File: config.mk
export PLATFORM = sky130hd
export DESIGN_NAME = tlb_op_seq_flat
export DESIGN_NICKNAME = d
export VERILOG_FILES = /design/src/rtl/tlb_op_seq_if.sv /design/src/rtl/tlb_op_seq.sv /design/src/flat_wrapper.sv
export SDC_FILE = /design/constraint.sdc
export NUM_CORES = 1
export LEC_CHECK = 0
export ABC_AREA = 1
export BUFFER_PORTS_ARGS = -buffer_cell sky130_fd_sc_hd__buf_2
export CAP_MARGIN = 15
export CORE_UTILIZATION = 45
export DETAILED_ROUTE_END_ITERATION = 7
export PLACE_DENSITY = 0.91
export SKIP_LAST_GASP = 1
export SYNTH_ARGS = -nofsm -noshare
export SYNTH_HDL_FRONTEND = slang
export SYNTH_SLANG_ARGS = --single-unit
File: constraint.sdc
create_clock -name clk -period 2.24 [get_ports clk]
set_input_delay 0.56 -clock clk [delete_from_list [all_inputs] [get_ports clk]]
set_output_delay 0.56 -clock clk [all_outputs]
set_load 0.02 [all_outputs]
File: src/rtl/tlb_op_seq_if.sv
// Handshake and TLB/CSR port bundle between WB, the TLB arrays and the
// maintenance-op sequencer. The sequencer attaches through the slave modport.
interface tlb_op_seq_if #(
  parameter int IDX_W = 4
);
  // WB request
  logic              req_valid;
  logic [2:0]        req_op;
  logic [4:0]        req_inv_op;
  logic [9:0]        req_inv_asid;
  logic [18:0]       req_inv_vppn;
  // CSR sources
  logic [31:0]       csr_tlbidx;
  logic [18:0]       csr_tlbehi_vppn;
  logic [9:0]        csr_asid;
  // TLB search port
  logic              s_found;
  logic [IDX_W-1:0]  s_index;
  logic [18:0]       s_vppn;
  logic [9:0]        s_asid;
  // TLB read port
  logic [IDX_W-1:0]  r_index;
  logic              r_e;
  logic              r_g;
  logic [9:0]        r_asid;
  logic [18:0]       r_vppn;
  // TLB write port
  logic              w_en;
  logic              w_clr;
  logic [IDX_W-1:0]  w_index;
  // Status and CSR update strobes
  logic              busy;
  logic              done;
  logic              srch_we;
  logic              srch_hit;
  logic [IDX_W-1:0]  srch_idx;
  logic              rd_we;

  modport master (
    output req_valid, req_op, req_inv_op, req_inv_asid, req_inv_vppn,
           csr_tlbidx, csr_tlbehi_vppn, csr_asid,
           s_found, s_index, r_e, r_g, r_asid, r_vppn,
    input  s_vppn, s_asid, r_index, w_en, w_clr, w_index,
           busy, done, srch_we, srch_hit, srch_idx, rd_we
  );

  modport slave (
    input  req_valid, req_op, req_inv_op, req_inv_asid, req_inv_vppn,
           csr_tlbidx, csr_tlbehi_vppn, csr_asid,
           s_found, s_index, r_e, r_g, r_asid, r_vppn,
    output s_vppn, s_asid, r_index, w_en, w_clr, w_index,
           busy, done, srch_we, srch_hit, srch_idx, rd_we
  );
endinterface

File: src/rtl/tlb_op_seq.sv
// TLB maintenance-op sequencer: runs TLBSRCH/TLBRD/TLBWR/TLBFILL/INVTLB
// issued from WB, drives the TLB ports, pulses CSR update strobes and
// holds WB off with busy. INVTLB walks every entry, one per cycle.
module tlb_op_seq #(
  parameter int TLBNUM = 16,
  parameter int IDX_W  = $clog2(TLBNUM)
) (
  input logic         clk,
  input logic         rst,
  tlb_op_seq_if.slave bus
);

  typedef enum logic [2:0] {
    S_IDLE, S_SRCH, S_RD, S_WR, S_INV, S_DONE
  } state_e;

  localparam logic [2:0]       OP_SRCH  = 3'd0;
  localparam logic [2:0]       OP_RD    = 3'd1;
  localparam logic [2:0]       OP_WR    = 3'd2;
  localparam logic [2:0]       OP_FILL  = 3'd3;
  localparam logic [2:0]       OP_INV   = 3'd4;
  localparam logic [IDX_W-1:0] LAST_IDX = IDX_W'(TLBNUM - 1);

  state_e           state_q, state_d;
  logic [2:0]       op_q;
  logic [4:0]       inv_op_q;
  logic [9:0]       inv_asid_q;
  logic [18:0]      inv_vppn_q;
  logic [IDX_W-1:0] fill_ctr_q;
  logic [IDX_W-1:0] scan_idx_q, scan_idx_d;
  logic             rule_hit;
  logic             match;
  logic             unused_tlbidx_hi;

  // Only the index field of TLBIDX is consumed here.
  assign unused_tlbidx_hi = ^bus.csr_tlbidx[31:IDX_W];

  // INVTLB match rule for the entry currently on the read port.
  always_comb begin
    rule_hit = 1'b0;
    case (inv_op_q)
      5'd0, 5'd1: rule_hit = 1'b1;
      5'd2:       rule_hit = bus.r_g;
      5'd3:       rule_hit = !bus.r_g;
      5'd4:       rule_hit = !bus.r_g && (bus.r_asid == inv_asid_q);
      5'd5:       rule_hit = !bus.r_g && (bus.r_asid == inv_asid_q)
                             && (bus.r_vppn == inv_vppn_q);
      5'd6:       rule_hit = (bus.r_g || (bus.r_asid == inv_asid_q))
                             && (bus.r_vppn == inv_vppn_q);
      default:    rule_hit = 1'b0;
    endcase
    match = bus.r_e && rule_hit;
  end

  // Next state and port drive; strobes are masked while rst is high so a
  // reset landing mid-op issues no further TLB or CSR writes.
  always_comb begin
    // NOTE: every output gets a default first so no path leaves it unassigned; that is what keeps this block free of latches.
    state_d      = state_q;
    scan_idx_d   = scan_idx_q;
    bus.busy     = (state_q != S_IDLE);
    bus.done     = (state_q == S_DONE);
    bus.s_vppn   = '0;
    bus.s_asid   = '0;
    bus.r_index  = '0;
    bus.w_en     = 1'b0;
    bus.w_clr    = 1'b0;
    bus.w_index  = '0;
    bus.srch_we  = 1'b0;
    bus.srch_hit = 1'b0;
    bus.srch_idx = '0;
    bus.rd_we    = 1'b0;

    case (state_q)
      S_IDLE: begin
        if (bus.req_valid) begin
          case (bus.req_op)
            OP_SRCH:         state_d = S_SRCH;
            OP_RD:           state_d = S_RD;
            OP_WR, OP_FILL:  state_d = S_WR;
            OP_INV:          state_d = S_INV;
            default:         state_d = S_DONE;
          endcase
        end
      end
      S_SRCH: begin
        bus.s_vppn   = bus.csr_tlbehi_vppn;
        bus.s_asid   = bus.csr_asid;
        bus.srch_we  = !rst;
        bus.srch_hit = bus.s_found;
        bus.srch_idx = bus.s_found ? bus.s_index : '0;
        state_d      = S_DONE;
      end
      S_RD: begin
        bus.r_index = bus.csr_tlbidx[IDX_W-1:0];
        bus.rd_we   = !rst;
        state_d     = S_DONE;
      end
      S_WR: begin
        bus.w_en    = !rst;
        bus.w_index = (op_q == OP_FILL) ? fill_ctr_q : bus.csr_tlbidx[IDX_W-1:0];
        state_d     = S_DONE;
      end
      S_INV: begin
        bus.r_index = scan_idx_q;
        bus.w_index = scan_idx_q;
        bus.w_en    = match && !rst;
        bus.w_clr   = match && !rst;
        if (scan_idx_q == LAST_IDX) begin
          scan_idx_d = '0;
          state_d    = S_DONE;
        end else begin
          scan_idx_d = scan_idx_q + IDX_W'(1);
        end
      end
      S_DONE:  state_d = S_IDLE;
      default: state_d = S_IDLE;
    endcase
  end

  // State, scan pointer, free-running fill counter and latched operands.
  always_ff @(posedge clk) begin
    // NOTE: non-blocking assignments here so every register samples pre-edge values regardless of statement order.
    if (rst) begin
      state_q    <= S_IDLE;
      scan_idx_q <= '0;
      fill_ctr_q <= '0;
      op_q       <= '0;
      inv_op_q   <= '0;
      inv_asid_q <= '0;
      inv_vppn_q <= '0;
    end else begin
      state_q    <= state_d;
      scan_idx_q <= scan_idx_d;
      fill_ctr_q <= fill_ctr_q + IDX_W'(1);
      if ((state_q == S_IDLE) && bus.req_valid) begin
        op_q       <= bus.req_op;
        inv_op_q   <= bus.req_inv_op;
        inv_asid_q <= bus.req_inv_asid;
        inv_vppn_q <= bus.req_inv_vppn;
      end
    end
  end

endmodule

File: src/flat_wrapper.sv
// flat-port wrapper written by rule: the top's interface ports become plain ports
module tlb_op_seq_flat 
#(
  parameter int TLBNUM = 16,
  parameter int IDX_W  = $clog2(TLBNUM)
)
  (clk, rst, bus_req_valid, bus_req_op, bus_req_inv_op, bus_req_inv_asid, bus_req_inv_vppn, bus_csr_tlbidx, bus_csr_tlbehi_vppn, bus_csr_asid, bus_s_found, bus_s_index, bus_r_e, bus_r_g, bus_r_asid, bus_r_vppn, bus_s_vppn, bus_s_asid, bus_r_index, bus_w_en, bus_w_clr, bus_w_index, bus_busy, bus_done, bus_srch_we, bus_srch_hit, bus_srch_idx, bus_rd_we);
  tlb_op_seq_if #(.IDX_W(IDX_W)) bus_i ();
  input logic clk;
  input logic rst;
  input wire logic [$bits(bus_i.req_valid)-1:0] bus_req_valid;
  input wire logic [$bits(bus_i.req_op)-1:0] bus_req_op;
  input wire logic [$bits(bus_i.req_inv_op)-1:0] bus_req_inv_op;
  input wire logic [$bits(bus_i.req_inv_asid)-1:0] bus_req_inv_asid;
  input wire logic [$bits(bus_i.req_inv_vppn)-1:0] bus_req_inv_vppn;
  input wire logic [$bits(bus_i.csr_tlbidx)-1:0] bus_csr_tlbidx;
  input wire logic [$bits(bus_i.csr_tlbehi_vppn)-1:0] bus_csr_tlbehi_vppn;
  input wire logic [$bits(bus_i.csr_asid)-1:0] bus_csr_asid;
  input wire logic [$bits(bus_i.s_found)-1:0] bus_s_found;
  input wire logic [$bits(bus_i.s_index)-1:0] bus_s_index;
  input wire logic [$bits(bus_i.r_e)-1:0] bus_r_e;
  input wire logic [$bits(bus_i.r_g)-1:0] bus_r_g;
  input wire logic [$bits(bus_i.r_asid)-1:0] bus_r_asid;
  input wire logic [$bits(bus_i.r_vppn)-1:0] bus_r_vppn;
  output wire logic [$bits(bus_i.s_vppn)-1:0] bus_s_vppn;
  output wire logic [$bits(bus_i.s_asid)-1:0] bus_s_asid;
  output wire logic [$bits(bus_i.r_index)-1:0] bus_r_index;
  output wire logic [$bits(bus_i.w_en)-1:0] bus_w_en;
  output wire logic [$bits(bus_i.w_clr)-1:0] bus_w_clr;
  output wire logic [$bits(bus_i.w_index)-1:0] bus_w_index;
  output wire logic [$bits(bus_i.busy)-1:0] bus_busy;
  output wire logic [$bits(bus_i.done)-1:0] bus_done;
  output wire logic [$bits(bus_i.srch_we)-1:0] bus_srch_we;
  output wire logic [$bits(bus_i.srch_hit)-1:0] bus_srch_hit;
  output wire logic [$bits(bus_i.srch_idx)-1:0] bus_srch_idx;
  output wire logic [$bits(bus_i.rd_we)-1:0] bus_rd_we;
  assign bus_i.req_valid = bus_req_valid;
  assign bus_i.req_op = bus_req_op;
  assign bus_i.req_inv_op = bus_req_inv_op;
  assign bus_i.req_inv_asid = bus_req_inv_asid;
  assign bus_i.req_inv_vppn = bus_req_inv_vppn;
  assign bus_i.csr_tlbidx = bus_csr_tlbidx;
  assign bus_i.csr_tlbehi_vppn = bus_csr_tlbehi_vppn;
  assign bus_i.csr_asid = bus_csr_asid;
  assign bus_i.s_found = bus_s_found;
  assign bus_i.s_index = bus_s_index;
  assign bus_i.r_e = bus_r_e;
  assign bus_i.r_g = bus_r_g;
  assign bus_i.r_asid = bus_r_asid;
  assign bus_i.r_vppn = bus_r_vppn;
  assign bus_s_vppn = bus_i.s_vppn;
  assign bus_s_asid = bus_i.s_asid;
  assign bus_r_index = bus_i.r_index;
  assign bus_w_en = bus_i.w_en;
  assign bus_w_clr = bus_i.w_clr;
  assign bus_w_index = bus_i.w_index;
  assign bus_busy = bus_i.busy;
  assign bus_done = bus_i.done;
  assign bus_srch_we = bus_i.srch_we;
  assign bus_srch_hit = bus_i.srch_hit;
  assign bus_srch_idx = bus_i.srch_idx;
  assign bus_rd_we = bus_i.rd_we;
  tlb_op_seq #(.TLBNUM(TLBNUM), .IDX_W(IDX_W)) u_core (.clk(clk), .rst(rst), .bus(bus_i));
endmodule
==> impl_metrics.py <==
metrics = {
    "finish": {
        "final_util_pct": 63.1,
        "fillers": 552,
        "syn2layout_area_growth_pct": 32.2,
        "final-seq-area_um2": 972,
        "multi_input_area_mm2": 0.00150,
        "antenna-diode-count": 0,
        "fin_nets": 755,
        "drive_gt1_share_pct": 32.7,
    },
    "logic_synthesis": {
        "synth.net_count": 604,
        "synth_cell_types": 28,
        "synthSimpleGateAreaFrac_pct": 30.3,
        "ys_ff_latch": 48,
        "avgSynthCellArea_um2": 6.23,
        "synthesis.area_mm2": 0.00290,
        "synthAdderAreaFrac_pct": 0.864,
        "yosysWarnings": 0,
        "synth_top_area_share_pct": 33.2,
        "synth_compound_area_share_pct": 15.5,
        "synth_top_family_by_area": "simple AND/OR/NAND/NOR gates",
        "syn_inst": 465,
        "synth_top_area_cell": "dfxtp_1",
        "synth_xor_area_share_pct": 3.63,
        "synthTopCellsByArea": "dfxtp_1, nand2_1, inv_1",
        "seq_area_frac_synth_pct": 33.2,
        "muxShareOfSynthArea_pct": 0,
    },
    "power": {
        "p_leak_nw": 2.12,
        "power_frac_comb_pct": 40.8,
        "p_seq_share_pct": 40.1,
        "switching_share_pct": 41.0,
        "power_density_mw_per_mm2": 716,
        "power_switching_w": 0.00112,
        "internal_power_w": 0.00162,
        "clockPowerShare_pct": 19.2,
        "ir_drop_mv": 0.449,
    },
    "setup_path": {
        "start_kind": "flip-flop",
        "crit_type": "flip-flop to output port",
        "r2r_slack_ns": 0.53,
        "cp.arrival_ns": 1.63,
        "r2r-start": "u_core.state_q[1]$_SDFFE_PP0P_",
        "worstPathMaxFanout": 3,
        "reg2reg_depth": 6,
        "rr_endpoint": "u_core.inv_op_q[1]$_SDFFE_PP0P_",
        "end_kind": "output port",
        "required_ns": 1.68,
    },
    "sta": {
        "finalSetupViolCount": 0,
        "fmaxAchievable_mhz": 457,
        "slew_headroom_pct": 62.4,
        "hold_viol": 0,
        "finalCriticalPeriod_ns": 2.19,
        "fin_crit_sh_pct": 97.7,
        "fin_tns_setup_ns": 0,
        "finClkSkew_ns": 0.0143,
        "tightest_slew_ns": 0.564,
        "rsz0062_at_grt": "true",
        "slew_viol_final": 0,
    },
    "clocking": {
        "clk_latency_ns": 0.31,
        "cts_hold_buffers": 0,
        "path_clk_slew_ns": 0.10,
        "clock_path_buffers": 2,
        "htreeDepth": 2,
        "tritoncts": "done",
        "cts_buffers": 5,
        "cts_sinks": 48,
        "cts_root_buffer": "clkbuf_8",
    },
    "global_route": {
        "antenna_found_initial": 0,
        "grt_pass1_vias": 2771,
        "grt.overflow.total": 0,
        "gr-usage-all-layers_pct": 21.8,
        "grt_max_degree": 62,
        "grt_pass1_wl_mm": 11.4,
    },
    "die": {
        "core-area_mm2": 0.00606,
        "io_pins": 185,
        "die_area_mm2": 0.00676,
        "die_h_um": 82.2,
        "die_w_um": 82.2,
        "initial_core_util_pct": 47.8,
        "rows": 28,
    },
    "detailed_routing": {
        "num_vias": 3275,
        "dr.pass1.iters": 4,
        "finalWirelength_mm": 7.89,
        "wl_per_cell_um": 11.4,
        "drc_errors": 0,
        "postRouteAntennaNets": 0,
        "vias_per_cell": 4.73,
        "dr.first_iter.drc_count": 151,
    },
    "min_path": {
        "hold_path.class": "flip-flop to flip-flop",
        "worstHoldStart": "u_core.op_q[0]$_SDFFE_PP0P_",
        "holdPathStages": 2,
        "whs_endpoint": "u_core.op_q[0]$_SDFFE_PP0P_",
    },
    "run": {
        "maxCapViolCount": 0,
    },
    "placement": {
        "numPortBuffers": 156,
        "routabilityCongestion": 0.871,
        "hpwl_mm": 6.12,
    },
    "outcome": {
        "outcome": "complete, no violations",
    },
}
-- worst max path at each step --
stage	start	to	slack, ns	depth (start not counted)
global route	u_core.inv_op_q[2]$_SDFFE_PP0P_	bus_w_en	-0.10	13
global placement	bus_r_vppn[9]	bus_w_en	0.05	11
finish	u_core.inv_op_q[2]$_SDFFE_PP0P_	bus_w_en	0.05	13
CTS	u_core.state_q[2]$_SDFFE_PP0P_	bus_w_en	-0.006	7
detailed placement	bus_r_vppn[9]	bus_w_en	0.05	11
floorplan	bus_r_asid[5]	bus_w_en	0.33	9
-- metrics by stage --
stage | cell area (um^2) | total power [W] | worst slack, ns | hold slack [ns] | std cells
2_1_floorplan | 2900 | 0.00193 | 0.332 | 0.427 | 465
3_3_place_gp | 3660 | 0.00214 | 0.0547 | 0.442 | 682
3_5_place_dp | 3660 | 0.00218 | 0.0510 | 0.450 | 682
4_1_cts | 3760 | 0.00271 | -0.00612 | 0.464 | 690
5_1_grt | 3830 | 0.00294 | -0.100 | 0.484 | 692
6_report | 3830 | 0.00274 | 0.0511 | 0.464 | 692
-- Yosys cell counts --
cell type / count
clkbuf_1: 4
nand3_1: 25
o21ai_1: 5
nor2_2: 2
o211ai_1: 1
inv_1: 88
dfxtp_1: 48
nand2_1: 96
nor2_4: 2
buf_4: 2
nand2_4: 1
o21ai_0: 33
ha_1: 2
buf_1: 1
buf_2: 2
or2_2: 4
xor2_1: 4
nor4_1: 1
a21oi_1: 45
buf_6: 8
nor2_1: 66
nor2_8: 1
xnor2_1: 8
nor3_2: 1
nor3_1: 7
inv_2: 4
a211oi_1: 1
o22ai_1: 3
-- layout make-up --
class,instances,area share [%]
multi-input cells,308,39.1
flip-flops and latches,48,25.4
repair buffers,161,21.7
inverters,92,9.09
well taps,75,2.45
clock buffers,7,1.99
clock inverters,1,0.229
-- sequential cells by signal (all words and copies together), names as in the netlist --
register and count:
u_core.inv_vppn_q 19, u_core.inv_asid_q 10, u_core.inv_op_q 5, u_core.fill_ctr_q 4
u_core.scan_idx_q 4, u_core.op_q 3, u_core.state_q 3
-- placed cells by master (no fill, tap or decap) --
| cell | instances |
|---|---|
| a211oi_1 | 1 |
| a21oi_1 | 45 |
| buf_2 | 154 |
| buf_4 | 5 |
| buf_6 | 2 |
| clkbuf_1 | 2 |
| clkbuf_8 | 5 |
| clkinv_4 | 1 |
| dfxtp_1 | 39 |
| dfxtp_2 | 9 |
| ha_1 | 2 |
| inv_1 | 86 |
| inv_2 | 5 |
| inv_4 | 1 |
| nand2_1 | 93 |
| nand2_2 | 3 |
| nand2_4 | 1 |
| nand3_1 | 25 |
| nor2_1 | 61 |
| nor2_2 | 5 |
| nor2_4 | 4 |
| nor2_8 | 1 |
| nor3_1 | 6 |
| nor3_2 | 1 |
| nor3_4 | 1 |
| nor4_1 | 1 |
| o211ai_1 | 1 |
| o21ai_0 | 33 |
| o21ai_1 | 5 |
| o22ai_1 | 3 |
| or2_2 | 4 |
| xnor2_1 | 8 |
| xor2_1 | 4 |
-- timing repair --
action                                  in CTS  in global routing
endpoints found under the setup margin       6                 11
pin swaps                                    0                 10
setup buffers                                0                  2
resized for setup                            5                 23
-- critical path, cell delays in order (launching register included) --
cell and delay (ns):
dfxtp_2 0.38, nand2_2 0.07, nor2_2 0.11, nand2_1 0.07, nand2_1 0.07, inv_1 0.03
nor2_1 0.07, nand2_1 0.06, nor2_2 0.10, nand2_1 0.06, nand2_1 0.06, nand2_2 0.07
nand2_2 0.07, buf_6 0.11
-- cell families (layout without fill, tap and decap cells) --
| family | after synthesis | in the layout |
|---|---|---|
| adder cells (fa/ha/maj) | 2 | 2 |
| AO/OA/AOI/OAI | 88 | 88 |
| buffers and inverters | 109 | 261 |
| flip-flops | 48 | 48 |
| XOR/XNOR | 12 | 12 |
| AND/OR/NAND/NOR | 206 | 206 |
-- metal layers --
metal  vias to the layer above  share of wire, %  wire length [um]  GRT usage (%)
li1                       1732                 -                 -              -
met1                      1438                43              3420           25.5
met2                        91                50              3970           40.2
met3                        14               4.5               355           2.97
met4                         0               1.7               135           8.07
met5                         -                 0                 0              0
-- power groups by stage --
stage	clock network (W)	logic, W	registers (W)
2_1_floorplan	0	0.000847	0.00108
3_3_place_gp	0	0.00105	0.00109
3_5_place_dp	0	0.00108	0.00110
4_1_cts	0.000534	0.00109	0.00108
5_1_grt	0.000564	0.00126	0.00111
6_report	0.000525	0.00112	0.00110
Power figures use the tool's default switching activity.
